--- src/rtl/seq_mult_param_if.sv ---
// Request/result bundle for the sequential multiplier: level start in, registered
// product with valid/busy status out.
interface seq_mult_param_if #(
    parameter int WIDTH = 32
);
    logic                 start;
    logic                 tc;
    logic [WIDTH-1:0]     mlier;
    logic [WIDTH-1:0]     mcand;
    logic [2*WIDTH-1:0]   prodt;
    logic                 valid;
    logic                 busy;

    modport master (
        output start, tc, mlier, mcand,
        input  prodt, valid, busy
    );

    modport slave (
        input  start, tc, mlier, mcand,
        output prodt, valid, busy
    );
endinterface

--- src/rtl/seq_mult_param.sv ---
// Parametrised shift-add multiplier: one multiplier bit per clock, optional
// two's-complement operands via sign/magnitude, optional early exit.
module seq_mult_param #(
    parameter int WIDTH      = 32,
    parameter int SIGNED_EN  = 1,
    parameter int EARLY_EXIT = 1
) (
    input  logic              clock,
    input  logic              reset,
    seq_mult_param_if.slave   bus
);
    localparam int PW = 2 * WIDTH;
    localparam int CW = (WIDTH > 1) ? $clog2(WIDTH) : 1;

    typedef enum logic [1:0] {
        IDLE = 2'd0,
        RUN  = 2'd1,
        DONE = 2'd2
    } state_t;

    state_t           state_reg;
    logic [WIDTH-1:0] mult_reg;
    logic [PW-1:0]    mcand_reg;
    logic [PW-1:0]    acc_reg;
    logic [PW-1:0]    prodt_reg;
    logic [CW-1:0]    count_reg;
    logic             neg_reg;
    logic             valid_reg;
    logic             busy_reg;

    logic             is_signed;
    logic [WIDTH-1:0] mlier_mag;
    logic [WIDTH-1:0] mcand_mag;
    logic [WIDTH-1:0] mult_shift;
    logic [PW-1:0]    acc_next;
    logic [PW-1:0]    acc_final;
    logic             last_iter;

    always_comb begin
        is_signed  = (SIGNED_EN != 0) && bus.tc;
        mlier_mag  = (is_signed && bus.mlier[WIDTH-1]) ? (~bus.mlier + 1'b1) : bus.mlier;
        mcand_mag  = (is_signed && bus.mcand[WIDTH-1]) ? (~bus.mcand + 1'b1) : bus.mcand;
        // mcand_reg is pre-shifted each iteration, so it always equals mcand << count
        acc_next   = mult_reg[0] ? (acc_reg + mcand_reg) : acc_reg;
        mult_shift = mult_reg >> 1;
        last_iter  = (count_reg == CW'(WIDTH - 1)) ||
                     ((EARLY_EXIT != 0) && (mult_shift == '0));
        acc_final  = neg_reg ? (~acc_next + 1'b1) : acc_next;
    end

    always_ff @(posedge clock or negedge reset) begin
        if (!reset) begin
            state_reg <= IDLE;
            mult_reg  <= '0;
            mcand_reg <= '0;
            acc_reg   <= '0;
            prodt_reg <= '0;
            count_reg <= '0;
            neg_reg   <= 1'b0;
            valid_reg <= 1'b0;
            busy_reg  <= 1'b0;
        end else begin
            case (state_reg)
                IDLE: begin
                    if (bus.start) begin
                        mult_reg  <= mlier_mag;
                        mcand_reg <= {{WIDTH{1'b0}}, mcand_mag};
                        neg_reg   <= is_signed && (bus.mlier[WIDTH-1] ^ bus.mcand[WIDTH-1]);
                        acc_reg   <= '0;
                        count_reg <= '0;
                        busy_reg  <= 1'b1;
                        state_reg <= RUN;
                    end
                end
                RUN: begin
                    acc_reg   <= acc_next;
                    mult_reg  <= mult_shift;
                    mcand_reg <= mcand_reg << 1;
                    count_reg <= count_reg + CW'(1);
                    if (last_iter) begin
                        prodt_reg <= acc_final;
                        valid_reg <= 1'b1;
                        busy_reg  <= 1'b0;
                        state_reg <= DONE;
                    end
                end
                DONE: begin
                    if (!bus.start) begin
                        valid_reg <= 1'b0;
                        state_reg <= IDLE;
                    end
                end
                default: begin
                    state_reg <= IDLE;
                end
            endcase
        end
    end

    assign bus.prodt = prodt_reg;
    assign bus.valid = valid_reg;
    assign bus.busy  = busy_reg;
endmodule
--- src/flat_wrapper.sv ---
// flat-port wrapper written by rule: the top's interface ports become plain ports
module seq_mult_param_flat 
#(
    parameter int WIDTH      = 32,
    parameter int SIGNED_EN  = 1,
    parameter int EARLY_EXIT = 1
)
  (clock, reset, bus_start, bus_tc, bus_mlier, bus_mcand, bus_prodt, bus_valid, bus_busy);
  seq_mult_param_if #(.WIDTH(WIDTH)) bus_i ();
  input  logic clock;
  input  logic reset;
  input wire logic [$bits(bus_i.start)-1:0] bus_start;
  input wire logic [$bits(bus_i.tc)-1:0] bus_tc;
  input wire logic [$bits(bus_i.mlier)-1:0] bus_mlier;
  input wire logic [$bits(bus_i.mcand)-1:0] bus_mcand;
  output wire logic [$bits(bus_i.prodt)-1:0] bus_prodt;
  output wire logic [$bits(bus_i.valid)-1:0] bus_valid;
  output wire logic [$bits(bus_i.busy)-1:0] bus_busy;
  assign bus_i.start = bus_start;
  assign bus_i.tc = bus_tc;
  assign bus_i.mlier = bus_mlier;
  assign bus_i.mcand = bus_mcand;
  assign bus_prodt = bus_i.prodt;
  assign bus_valid = bus_i.valid;
  assign bus_busy = bus_i.busy;
  seq_mult_param #(.WIDTH(WIDTH), .SIGNED_EN(SIGNED_EN), .EARLY_EXIT(EARLY_EXIT)) u_core (.clock(clock), .reset(reset), .bus(bus_i));
endmodule
--- config.mk ---
export PLATFORM = sky130hd
export DESIGN_NAME = seq_mult_param_flat
export DESIGN_NICKNAME = d
export VERILOG_FILES = /design/src/rtl/seq_mult_param_if.sv /design/src/rtl/seq_mult_param.sv /design/src/flat_wrapper.sv
export SDC_FILE = /design/constraint.sdc
export NUM_CORES = 1
export LEC_CHECK = 0
export CORE_ASPECT_RATIO = 0.75
export CORE_UTILIZATION = 55
export DETAILED_ROUTE_END_ITERATION = 7
export PLACE_DENSITY = 0.86
export SKIP_CTS_REPAIR_TIMING = 1
export SLEW_MARGIN = 30
export SYNTH_ARGS = -nofsm -noshare
export SYNTH_HDL_FRONTEND = slang
export SYNTH_SLANG_ARGS = --single-unit
--- constraint.sdc ---
create_clock -name clock -period 5.6 [get_ports clock]
set_input_delay 1.4 -clock clock [delete_from_list [all_inputs] [get_ports clock]]
set_output_delay 1.4 -clock clock [all_outputs]
set_load 0.03 [all_outputs]
Word-level counts from Yosys, hierarchy flattened
Cells that the tools add are included.
{"block": "classes", "addsub": 5, "n_eq_ne": 6, "n_mux": 22, "bitwise": 4, "reduce_logical": 14}
{"operator": "two-way mux 64 bit", "n": 4}
{"operator": "one-hot mux 64 bit (2 select lines)", "n": 2}
{"operator": "two-way mux 32 bit", "n": 3}
{"operator": "adder 32 x 1 -> 32 bit, second input constant", "n": 2}
{"operator": "adder 64 x 1 -> 64 bit, second input constant", "n": 1}
{"operator": "adder 64 bit", "n": 1}
{"operator": "NOT 32 bit", "n": 2}
{"operator": "NOT 64 bit", "n": 1}
{"operator": "one-hot mux 32 bit (2 select lines)", "n": 1}
{"operator": "zero test 32 bit", "n": 1}
{"operator": "one-hot mux 5 bit (2 select lines)", "n": 1}
{"operator": "AND reduction 3 bit", "n": 3}
{"operator": "two-way mux 2 bit", "n": 3}
{"operator": "one-hot mux 2 bit (3 select lines)", "n": 1}
{"operator": "AND reduction 2 bit", "n": 3}
{"operator": "adder 5 x 1 -> 5 bit, second input constant", "n": 1}
{"operator": "== test 5 bit, second input constant", "n": 1}
{"operator": "two-way mux 5 bit", "n": 1}
{"operator": "two-way mux 1 bit", "n": 4}
{"operator": "inequality test 2 bit, second input constant", "n": 2}
{"operator": "one-hot mux 1 bit (2 select lines)", "n": 2}
{"operator": "nonzero test 2 bit", "n": 2}
{"operator": "logical AND 1 bit", "n": 3}
{"operator": "== test 2 x 1 -> 1 bit, second input constant", "n": 1}
{"operator": "other kinds (5)", "n": 5}
{"block": "word_totals", "reg_bits": 234, "in_bits": 68, "out_inout_bits": 66, "elab_cells": 60}

Depth between registers and ports, before layout
Gate-level depths: netlist of run 1.
{"block": "logic_depth", "depth_word": 5, "depth_mapped": 16, "mapped_depth_nobuf": 15}

Worst setup path after synthesis of run 1
OpenSTA, ideal clock, no wires.
{"block": "synth_path", "path_type": "register to register", "startpoint": "reg u_core.acc_reg[0]", "endpoint": "reg u_core.prodt_reg[51], in the netlist u_core.bus.prodt[51]", "setup_time_ns": 0.131, "arrival_time_ns": 3.918, "required_time_ns": 5.469, "path_slack_ns": 1.551, "stages_incl_launch_ff": 17, "path_buffers": 1, "synth_period_minus_slack_ns": 4.049, "path_cell_list": "dfrtp_1 -> ha_1 -> inv_1 -> fa_1 -> nand2b_1 -> a21oi_2 -> o211ai_1 -> a21oi_1 -> mux2i_1 -> o311ai_0 -> or4b_1 -> nor3_2 -> nand3_1 -> buf_2 -> o31ai_1 -> xor2_1 -> o21ai_1"}
{"block": "synth_between", "elab_chain_cells": 5}
{"item": "start: declaration", "line": "seq_mult_param.sv:24", "source": "logic [PW-1:0] acc_reg;"}
{"item": "start signal: assignment", "line": "seq_mult_param.sv:76", "source": "acc_reg <= acc_next;"}
{"item": "adder 64 bit", "line": "seq_mult_param.sv:44", "source": "acc_next = mult_reg[0] ? (acc_reg + mcand_reg) : acc_reg;"}
{"item": "two-way mux 64 bit *", "line": "seq_mult_param.sv:44"}
{"item": "NOT 64 bit", "line": "seq_mult_param.sv:48", "source": "acc_final = neg_reg ? (~acc_next + 1'b1) : acc_next;"}
{"item": "adder 64 x 1 -> 64 bit", "line": "seq_mult_param.sv:48"}
{"item": "two-way mux 64 bit *", "line": "seq_mult_param.sv:48"}
{"item": "end signal: assignment", "line": "seq_mult_param.sv:81", "source": "prodt_reg <= acc_final;"}
{"item": "end: declaration", "line": "seq_mult_param.sv:25", "source": "logic [PW-1:0] prodt_reg;"}
Mark *: on every way between the ends. The rest lies on a longest branch, timed or not.
A chain may end at the register's enable or synchronous reset.

Worst setup path in the final report of run 1
{"block": "layout_path", "startpoint": "reg u_core.mcand_reg[0]", "endpoint": "reg u_core.prodt_reg[56], in the netlist u_core.bus.prodt[56]"}
{"block": "layout_between", "elab_chain_cells": 5}
{"item": "start: declaration", "line": "seq_mult_param.sv:23", "source": "logic [PW-1:0] mcand_reg;"}
{"item": "start signal: assignment", "line": "seq_mult_param.sv:67", "source": "mcand_reg <= {{WIDTH{1'b0}}, mcand_mag};"}
{"item": "start signal: assignment", "line": "seq_mult_param.sv:78", "source": "mcand_reg <= mcand_reg << 1;"}
{"item": "adder 64 bit *", "line": "seq_mult_param.sv:44"}
{"item": "two-way mux 64 bit *", "line": "seq_mult_param.sv:44"}
{"item": "NOT 64 bit", "line": "seq_mult_param.sv:48"}
{"item": "adder 64 x 1 -> 64 bit", "line": "seq_mult_param.sv:48"}
{"item": "two-way mux 64 bit *", "line": "seq_mult_param.sv:48"}
Marked as above.

==> impl_summary.log, run 1 <==
[metrics] area of placed instances: between 15000 and 20000 µm²
[metrics] maximum net fanout on the critical path: 9
[metrics] number of global-route vias before repair: 16600
[metrics] Worst Slack Setup Final: 0.423 ns
[metrics] setup repair after global routing missed its margin: false
[metrics] post-route cell area: 20100 µm²
[metrics] top achievable clock speed: a little under 200 MHz
[metrics] period utilisation layout: 92.4%
[metrics] startpoint of the lowest-slack register-to-register path: u_core.mcand_reg[0]
[metrics] clock root buffer: clkbuf_16
[metrics] antenna violations before repair: 3
[metrics] Die H: 157 µm
[metrics] number of flops mapped to enable cells by yosys: 0
[metrics] number of primary I/O pins: approximately 130
[metrics] drt initial violations: roughly 2200
[metrics] chip width: 209 µm
[metrics] first-pass GRT wire length: ~90000 µm
[metrics] cell breakdown of the critical path: ha_1, inv_1, fa_1, nand2b_1, a21oi_2, o211a_1, o21ai_0, a311o_1, nor4_4, nand4_2, a211oi_1, nand3_1, o41ai_2, xor2_1, o21ai_1
[metrics] synthesis warning total: 0
[metrics] Seq/Total Area, Yosys: 33.2%
[metrics] DRC violations left: 0
[metrics] VDD IR-drop max: approximately 0.27 mV
[metrics] Distinct cells, synth: around 100
[metrics] portion of synthesized cell area occupied by the leading cell type: 33.2%
[metrics] number of H-tree levels: 1
[metrics] number of sinks on the clock net: 234
[metrics] element type at the critical path end: flop
[metrics] maximum single-stage delay on the critical path: 0.62 ns
[metrics] WP data required: around 6.0 ns
[metrics] run status: completed
[metrics] detailed placer's ending HPWL: 42100 µm
[metrics] clock tree skew after final layout: between 0.015 and 0.02 ns
[metrics] clock-pin slew of the registers on the worst-case setup and hold paths: ~0.070 ns
[metrics] post-synthesis average cell area: between 8 and 9 µm²
[metrics] most area-consuming cells after synthesis: dfrtp_1 (33%), o21ai_0 (6.2%), nand2_1 (5.8%)
[metrics] critical path data arrival time: approximately 5.6 ns
[metrics] detailed-route vias per instance: between 6 and 7
[metrics] quantity of I/O buffers inserted on ports: approximately 130
[metrics] number of iterations in the first detailed-routing pass: 7
[metrics] Routability Congestion: 1.02
[metrics] max-cap check violation count: 0
[metrics] Routed Wire Length: roughly 58000 µm
[metrics] effective utilization at floorplan: 56.1%
[metrics] post-synthesis net count: roughly 2300
[metrics] power per unit of standard cell area: just over 700 nW/µm²
[metrics] worst hold-check path type: flop to flop
[metrics] Most used DFF post-synth: dfrtp_1
[metrics] layout-stage area growth over the synthesis result: 13.6%
[metrics] category of the worst setup path launch point: flop
[metrics] Final Max Tran Viols: 0
[metrics] number of antenna-violating nets in the routed design: 0
[metrics] layout cells sized above 1: approximately 6.5%
[metrics] CTS tree: built
[metrics] library cell occupying the most area in the post-synthesis netlist: dfrtp_1
[metrics] post-route met1 wirelength: roughly 26000 µm
[metrics] Total Die Area: about 33000 µm²
[metrics] post-route setup TNS: 0 ns
[metrics] clock network latency to the later pin of the worst-skew pair: a little under 0.6 ns
[metrics] overall routing resource usage: 35.1%
[metrics] critical register-to-register path endpoint: u_core.bus.prodt[56]
[metrics] total number of vias: between 15000 and 20000
[metrics] kind of critical path: flop to flop
[metrics] standard-cell rows: 56
[metrics] count of cells along the worst hold path: 2
[metrics] maximum number of pins on one net before global-route repair: 110
[metrics] final net count: about 2300
[metrics] post-synthesis instance area: approximately 18000 µm²
[metrics] Register-to-Register Setup Slack: roughly 0.42 ns
[metrics] share of flip-flops with an asynchronous set or reset after synthesis: 100%
[metrics] GRT Residual Overflow: 0
[metrics] maximum clock path buffer count: 3
[metrics] post-route insts no fill: about 2600
[metrics] top routing layer in use: met5
[metrics] CTS buffer count: 26
[metrics] HP Start: u_core.bus.prodt[32]
[metrics] total of endpoints with negative setup slack in the final report: 0
[metrics] Gate Count Post-Synth: around 2100
[metrics] CORE AREA: 31500 µm²
[metrics] final hold violations: 0
[metrics] Worst Max-Slew Pin Slew: between 0.9 and 1 ns
[metrics] routed length on met3: slightly above 7000 µm
[metrics] count of state elements after synthesis: around 230
[metrics] post-layout min period: just over 5 ns
[metrics] Worst Hold Path EP: u_core.bus.prodt[32]
[metrics] Critical Path Slowest Stage Cell: a211oi_1
[metrics] Setup Slack @ Placement: 0.485 ns
[metrics] Static Leakage: just over 8 nW
[metrics] Detail Route met2 WL: ~24000 µm
[metrics] r2r worst-path depth: 15
[metrics] headroom to the max-slew limit: 33.4%
[metrics] Placed Instances: between 2000 and 3000
[metrics] mean routed wirelength per cell: around 22 µm
==> metal layers <==
layer | vias up | track usage [%]
met5 | - | 0
met4 | 2 | 8.93
met3 | 136 | 7.80
met2 | 1115 | 50.5
met1 | 8572 | 52.6
li1 | 8147 | -
==> through the flow <==
step           power [mW]  hold slack, ns  util (%)
4_1_cts              14.2           0.483      63.8
5_1_grt              15.5           0.503      63.8
2_1_floorplan        9.79           0.449         -
3_3_place_gp         12.2           0.460      61.0
6_report             14.5           0.475      63.8
3_5_place_dp         12.5           0.464      61.1
==> placed cells by master, fill, tap and decap left out, types with 23 or more instances in the layout <==
master | synthesis | layout
nor4_1 | 24 | 24
a22o_1 | 57 | 57
inv_1 | 32 | 31
nor2_1 | 137 | 136
a21oi_1 | 165 | 165
dfrtp_1 | 234 | 232
clkdlybuf4s50_1 | 0 | 132
o31ai_1 | 24 | 24
clkbuf_16 | 0 | 26
xnor2_1 | 81 | 81
o22ai_1 | 73 | 73
ha_1 | 68 | 68
xor2_1 | 54 | 54
or3_1 | 28 | 28
nand3_1 | 36 | 36
nor3_1 | 45 | 45
o21ai_1 | 27 | 26
nand4_1 | 41 | 41
nand2_1 | 273 | 271
o21ai_0 | 219 | 219
a21o_1 | 23 | 23
a22oi_1 | 26 | 26
==> Yosys cell counts, types with 32 or more instances <==
library cell / number
clkbuf_1: 85
a21oi_1: 165
o22ai_1: 73
nor2_1: 137
ha_1: 68
xor2_1: 54
inv_1: 32
a22o_1: 57
nand3_1: 36
xnor2_1: 81
nand2_1: 273
o21ai_0: 219
dfrtp_1: 234
nor3_1: 45
nand4_1: 41
==> logic make-up (layout without fill, tap and decap cells) <==
family,Yosys count,count (layout),synth area share (%)
buffers and inverters,160,240,4.11
AO/OA/AOI/OAI,813,813,30.1
flip-flops,234,234,33.2
XOR/XNOR,135,135,6.69
adder cells (fa/ha/maj),69,69,4.93
AND/OR/NAND/NOR,704,704,19.4
multiplexers,27,27,1.57
other,0,1,0
==> worst max-delay path, delay by kind of cell, from the launching register on <==
family | cells | cell delay [ns]
AOI/OAI and AO/OA | 7 | 2.40
xor gates and xnor gates | 1 | 0.19
adders and majority gates | 2 | 0.67
buffers and inverters | 1 | 0.07
DFF | 1 | 0.38
and+or+nand+nor | 4 | 1.34
==> area by class of cell <==
| class | instances | area (µm²) |
|---|---|---|
| Fill cell | 2684 | 11400 |
| Inverter | 33 | 124 |
| Clock buffer | 35 | 734 |
| Timing Repair Buffer | 161 | 1610 |
| Multi-Input combinational cell | 1748 | 11100 |
| Antenna cell | 1 | 2.50 |
| Tap cell | 406 | 508 |
| Sequential cell | 234 | 5860 |
| Clock inverter | 11 | 116 |
==> how the worst max path moves through the flow <==
stage	start	end	slack [ns]	cells after the start
6_report	u_core.mcand_reg[0]	u_core.bus.prodt[56]	0.42	15
4_1_cts	u_core.acc_reg[0]	u_core.bus.prodt[56]	0.48	15
5_1_grt	u_core.acc_reg[0]	u_core.bus.prodt[56]	0.21	15
3_5_place_dp	u_core.acc_reg[0]	u_core.bus.prodt[56]	0.49	15
3_3_place_gp	u_core.acc_reg[0]	u_core.bus.prodt[56]	0.63	15
2_1_floorplan	u_core.acc_reg[0]	u_core.bus.prodt[51]	1.55	16
==> power by group <==
| group | switching [mW] | internal, mW | leakage [nW] |
|---|---|---|---|
| registers | 0.770 | 2.47 | 2.97 |
| clock network | 0.754 | 0.972 | 0.423 |
| logic | 6.02 | 3.53 | 4.68 |
| total | 7.55 | 6.97 | 8.07 |
Note: power is estimated with default switching activity, not from simulation.
==> run 2, diff against run 1 <==
--- a/config.mk
+++ b/config.mk
@@ -5,6 +5,7 @@
 export SDC_FILE = /design/constraint.sdc
 export NUM_CORES = 1
 export LEC_CHECK = 0
+export CAP_MARGIN = 0
 export CORE_ASPECT_RATIO = 0.75
 export CORE_UTILIZATION = 55
 export DETAILED_ROUTE_END_ITERATION = 7
==> results of run 2 <==
No change in the layout: final DEF, timing and power equal those of run 1.
